--- src/rtl/sv32_walker.sv ---
// Sv32 page-table walker: translates a virtual address to a physical address
// with up to two PTE reads from a synchronous RAM, or passes it through in
// bare mode. Reports a page fault when a PTE check fails.
module sv32_walker (
  input  logic        clock,
  input  logic        RST,
  input  logic        req,
  input  logic [31:0] vaddr,
  input  logic        store,
  input  logic        enable,
  input  logic [31:0] ptbr,
  output logic        memRead,
  output logic [31:0] memAddr,
  input  logic [31:0] memData,
  output logic        done,
  output logic        fault,
  output logic [31:0] paddr,
  output logic        busy
);

  typedef enum logic [2:0] {
    IDLE,
    L1_ISSUE,
    L1_CHECK,
    L0_ISSUE,
    L0_CHECK,
    DONE
  } walkState_t;

  walkState_t  state;
  walkState_t  stateNext;
  logic [31:0] memAddrNext;
  logic [31:0] paddrNext;
  logic        faultNext;

  // PTE flag decode, valid whenever a CHECK state is consuming memData.
  logic pteV;
  logic pteR;
  logic pteW;
  logic pteX;
  logic pteInvalid;
  logic pteLeaf;
  logic permOk;
  logic unusedPteBits;

  assign pteV          = memData[0];
  assign pteR          = memData[1];
  assign pteW          = memData[2];
  assign pteX          = memData[3];
  assign pteInvalid    = !pteV || (!pteR && pteW);
  assign pteLeaf       = pteR || pteX;
  assign permOk        = store ? pteW : pteR;
  // U/G/A/D/RSW and PPN[21:20] never influence the result.
  assign unusedPteBits = ^{memData[31:30], memData[9:4]};

  assign busy = (state != IDLE);

  // Next-state, next PTE address and next result selection.
  // memAddr doubles as the latched level-0 pointer: it is loaded with the
  // level-0 PTE address on the L1_CHECK -> L0_ISSUE transition.
  always_comb begin
    stateNext   = state;
    memAddrNext = memAddr;
    paddrNext   = paddr;
    faultNext   = fault;
    case (state)
      IDLE: begin
        if (req) begin
          if (enable) begin
            stateNext   = L1_ISSUE;
            memAddrNext = ptbr + {20'b0, vaddr[31:22], 2'b00};
          end else begin
            stateNext = DONE;
            paddrNext = vaddr;
            faultNext = 1'b0;
          end
        end
      end
      L1_ISSUE: stateNext = L1_CHECK;
      L1_CHECK: begin
        stateNext = DONE;
        if (pteInvalid) begin
          faultNext = 1'b1;
        end else if (pteLeaf) begin
          if ((memData[19:10] != 10'd0) || !permOk) begin
            faultNext = 1'b1;
          end else begin
            faultNext = 1'b0;
            paddrNext = {memData[29:20], vaddr[21:0]};
          end
        end else begin
          stateNext   = L0_ISSUE;
          memAddrNext = {memData[29:10], 12'b0} + {20'b0, vaddr[21:12], 2'b00};
        end
      end
      L0_ISSUE: stateNext = L0_CHECK;
      L0_CHECK: begin
        stateNext = DONE;
        if (pteInvalid || !pteLeaf || !permOk) begin
          faultNext = 1'b1;
        end else begin
          faultNext = 1'b0;
          paddrNext = {memData[29:10], vaddr[11:0]};
        end
      end
      DONE:     stateNext = IDLE;
      default:  stateNext = IDLE;
    endcase
  end

  // State and registered outputs; strobes are decoded from the next state.
  always_ff @(posedge clock or negedge RST) begin
    if (!RST) begin
      state   <= IDLE;
      memRead <= 1'b0;
      memAddr <= '0;
      done    <= 1'b0;
      fault   <= 1'b0;
      paddr   <= '0;
    end else begin
      state   <= stateNext;
      memRead <= (stateNext == L1_ISSUE) || (stateNext == L0_ISSUE);
      memAddr <= memAddrNext;
      done    <= (stateNext == DONE);
      fault   <= faultNext;
      paddr   <= paddrNext;
    end
  end

endmodule
--- config.mk ---
export PLATFORM = sky130hd
export DESIGN_NAME = sv32_walker
export DESIGN_NICKNAME = d
export VERILOG_FILES = /design/src/rtl/sv32_walker.sv
export SDC_FILE = /design/constraint.sdc
export NUM_CORES = 1
export LEC_CHECK = 0
export CAP_MARGIN = 20
export CORE_MARGIN = 2
export CORE_UTILIZATION = 44
export DETAILED_ROUTE_END_ITERATION = 16
export HOLD_SLACK_MARGIN = 0.12
export PLACE_DENSITY = 0.83
export SYNTH_ARGS = -nofsm -noshare
export SYNTH_HDL_FRONTEND = slang
export SYNTH_SLANG_ARGS = --single-unit
--- constraint.sdc ---
create_clock -name clock -period 3 [get_ports clock]
set_clock_uncertainty 0.05 [all_clocks]
set_input_delay 0.6 -clock clock [delete_from_list [all_inputs] [get_ports clock]]
set_output_delay 0.6 -clock clock [all_outputs]
set_load 0.005 [all_outputs]
==> flow_summary_export.csv <==
group,metric,value,unit
routing,finalWirelength,13700,um
clocking,post-cts-setup-buffer-count,0,
yosys,synthTopCellsByArea,"dfrtp_1 42%, mux2i_1 7.4%, a21oi_1 6.1%",
pwr,peakVddDrop,0.000442,V
place,port-buffer-count,160,
critical_path,r2r_slack,490,ps
routing,drtIter0Drc,244,
clocking,cts.sinks,70,
timing,fin_crit,2930,ps
global_route,globalRouteTotalUtil,0.267,
routing,drc,0,
clocking,cts_tree,"built",
critical_path,end_kind,"register",
yosys,synth_edf_count,0,
critical_path,startpoint_type,"input port",
critical_path,r2r_end,"paddr[10]$_DFFE_PN0P_",
pwr,p_leak,0.00261,uW
clocking,path_clk_slew,90,ps
clocking,clk-insertion-delay-late,340,ps
timing,setup_viol,0,
critical_path,r2r_start,"state[0]$_DFF_PN0_",
yosys,syn_nets,560,
critical_path,path_max_fanout,3,
timing,max_freq,341,MHz
layout,multiInputGateArea,2310,um^2
floorplanning,fp.dieW,102,um
timing,fin_crit_sh,0.977,
global_route,grt_pass1_wl,21600,um
clocking,cts_root_buf,"clkbuf_8",
routing,vias_per_cell,5.64,
critical_path,crit_type,"input port to register",
yosys,synth_top_family_by_area,"compound AO/OA/AOI/OAI gates",
yosys,ys_async_sr_fraction,1.00,
routing,wl_per_cell,18.0,um
yosys,synth_top_area_share,0.416,
yosys,synth_cells,448,
yosys,synthMuxAreaShare,0.111,
routing,drtAntennaViolNets,0,
critical_path,cp_num_buf_inv,1,
routing,num_vias,4299,
clocking,cts_hold_buf,0,
yosys,ys_ff_latch,70,
pwr,p_per_area,852,nW/um^2
yosys,synthAdderAreaFrac,0.0345,
global_route,grt_pass1_vias,4358,
place,place_ws,-377,ps
place,gp_congestion,0.851,
timing,slew_violations,0,
floorplanning,core_area,9280,um^2
layout,nets,740,
clocking,numCtsBuffers,9,
flow_run,maxCapViolCount,0,
critical_path,slowest_delay,510,ps
yosys,yosysTopAreaCell,"dfrtp_1",
pwr,p_total,5410,uW
critical_path,crit_slowest_cell,"a2111oi_1",
yosys,synth_compound_area_frac,0.235,
layout,fillCellCount,754,
floorplanning,initial_core_util,0.454,
timing,hold_viol,0,
timing,timing.hold.ws,297,ps
floorplanning,io_pins,169,
timing,tightest_slew,934,ps
floorplanning,die_y,102,um
critical_path,required,3160,ps
yosys,synth_area_per_cell,9.40,um^2
clocking,clockBufferDepth,2,
timing,fin_setup_tns,0,ps
yosys,netlist_area,4210,um^2
layout,diodes,0,
yosys,ys_warn_count,0,
worst_hold_path,hold_path_class,"input port to asynchronous set/reset pin",
yosys,synth_xor_xnor_area_share,0.0291,
critical_path,r2r_cells,6,
yosys,yosysUniqueCellTypes,59,
critical_path,crit_chain,"clkdlybuf4s50_1, ha_2, fa_2, a21o_1, a211o_1, a2111oi_1, nor2_1, mux2i_1, o211ai_1",
global_route,grt_overflow,0,
timing,maxSlewHeadroom,0.377,
layout,area_growth,50.7,%
clocking,htreeDepth,3,
global_route,grt_antenna_before_repair,0,
global_route,grt_max_degree,71,
place,dp_hpwl,10300,um
run_status,status,"completed",
layout,drive_gt1_frac,0.101,
yosys,ys_seq_area_frac,0.416,
layout,regArea,1750,um^2
timing,setup_slack,70.5,ps
critical_path,cp.arrival,3090,ps
floorplanning,fp-row-count,35,
yosys,synthSimpleGateAreaFrac,0.135,
critical_path,critical_path.top_delay_family,"compound AO/OA/AOI/OAI gates",
routing,drt_pass1_iterations,7,
floorplanning,die_area,10400,um^2
yosys,synth_flop_cell,"dfrtp_1",
where the power goes:
group,switching [uW],total (uW),internal (uW)
clock network,404,798,395
logic,1220,2850,1640
registers,337,1750,1420
total,1960,5410,3450
registers in the layout, summed over array words and instances (netlist names):
name	count
fault	1
paddr	32
state	3
memRead	1
done	1
memAddr	32
layer usage:
metal	vias to the layer above	GRT usage	wire length [um]
li1	2022	-	-
met1	2050	0.341	5610
met2	196	0.444	6580
met3	31	0.0527	1090
met4	0	0.114	439
met5	-	0	0
area by class of cell:
type                    count  area share
multi-input cells         340       0.363
clock inverters             7      0.0122
well taps                 129      0.0254
repair buffers            193       0.295
inverters                  14     0.00848
clock buffers               9      0.0195
flip-flops and latches     70       0.276
how the worst max path moves through the flow:
stage / to / from / depth (start not counted)
4_1_cts: memAddr[26]$_DFFE_PN0P_ / vaddr[22] / 9
5_1_grt: memAddr[10]$_DFFE_PN0P_ / vaddr[22] / 9
6_report: memAddr[10]$_DFFE_PN0P_ / vaddr[22] / 9
3_3_place_gp: memAddr[26]$_DFFE_PN0P_ / vaddr[22] / 9
3_5_place_dp: memAddr[26]$_DFFE_PN0P_ / vaddr[22] / 9
2_1_floorplan: memAddr[26]$_DFFE_PN0P_ / vaddr[22] / 8
cells in the final DEF (no fill, tap or decap), types with 3 or more instances in the layout:
cell type,instances
a22oi_1,12
inv_6,4
ha_1,9
a32o_1,6
and3_1,6
dfrtp_1,70
clkbuf_8,9
buf_4,32
nor3_1,6
a211o_1,3
a21oi_1,51
clkdlybuf4s50_1,159
a22o_1,18
nand2b_1,3
mux2_1,12
nand2_1,32
xor2_1,7
o21ai_0,6
nor4_1,3
o21ai_1,27
inv_1,12
mux2i_1,31
xnor2_1,7
o21a_1,4
o211ai_1,3
nor2_1,42
nand3_1,10
cell usage after synthesis, drive strengths merged, types with 4 or more instances:
library cell  instances
dfrtp                70
a21oi                51
nor2                 42
nand2                34
o21ai                33
mux2i                32
a22o                 18
clkbuf               14
inv                  13
a22oi                12
mux2                 12
buf                  10
ha                   10
nand3                10
nor3                  8
and3                  7
xnor2                 7
xor2                  7
a32o                  6
nor4                  5
o21a                  4
through the flow:
stage          std cells   util  instance area [um^2]
2_1_floorplan        448      -                  4210
3_3_place_gp         746  0.661                  6140
3_5_place_dp         746  0.661                  6140
4_1_cts              762  0.683                  6340
5_1_grt              762  0.684                  6350
6_report             762  0.684                  6350
cells by family (layout without fill, tap and decap cells):
logic type / Yosys count / in the layout
buffers and inverters: 38 / 223
AO/OA/AOI/OAI: 152 / 152
multiplexers: 44 / 44
AND/OR/NAND/NOR: 119 / 119
adder cells (fa/ha/maj): 11 / 11
XOR/XNOR: 14 / 14
flip-flops: 70 / 70
timing repair:
| action | 4_1_cts | 5_1_grt |
|---|---|---|
| resized for setup | 0 | 3 |
| setup endpoints to repair | 1 | 9 |
| pin swaps | 1 | 3 |
Note: power is estimated with default switching activity, not from simulation.
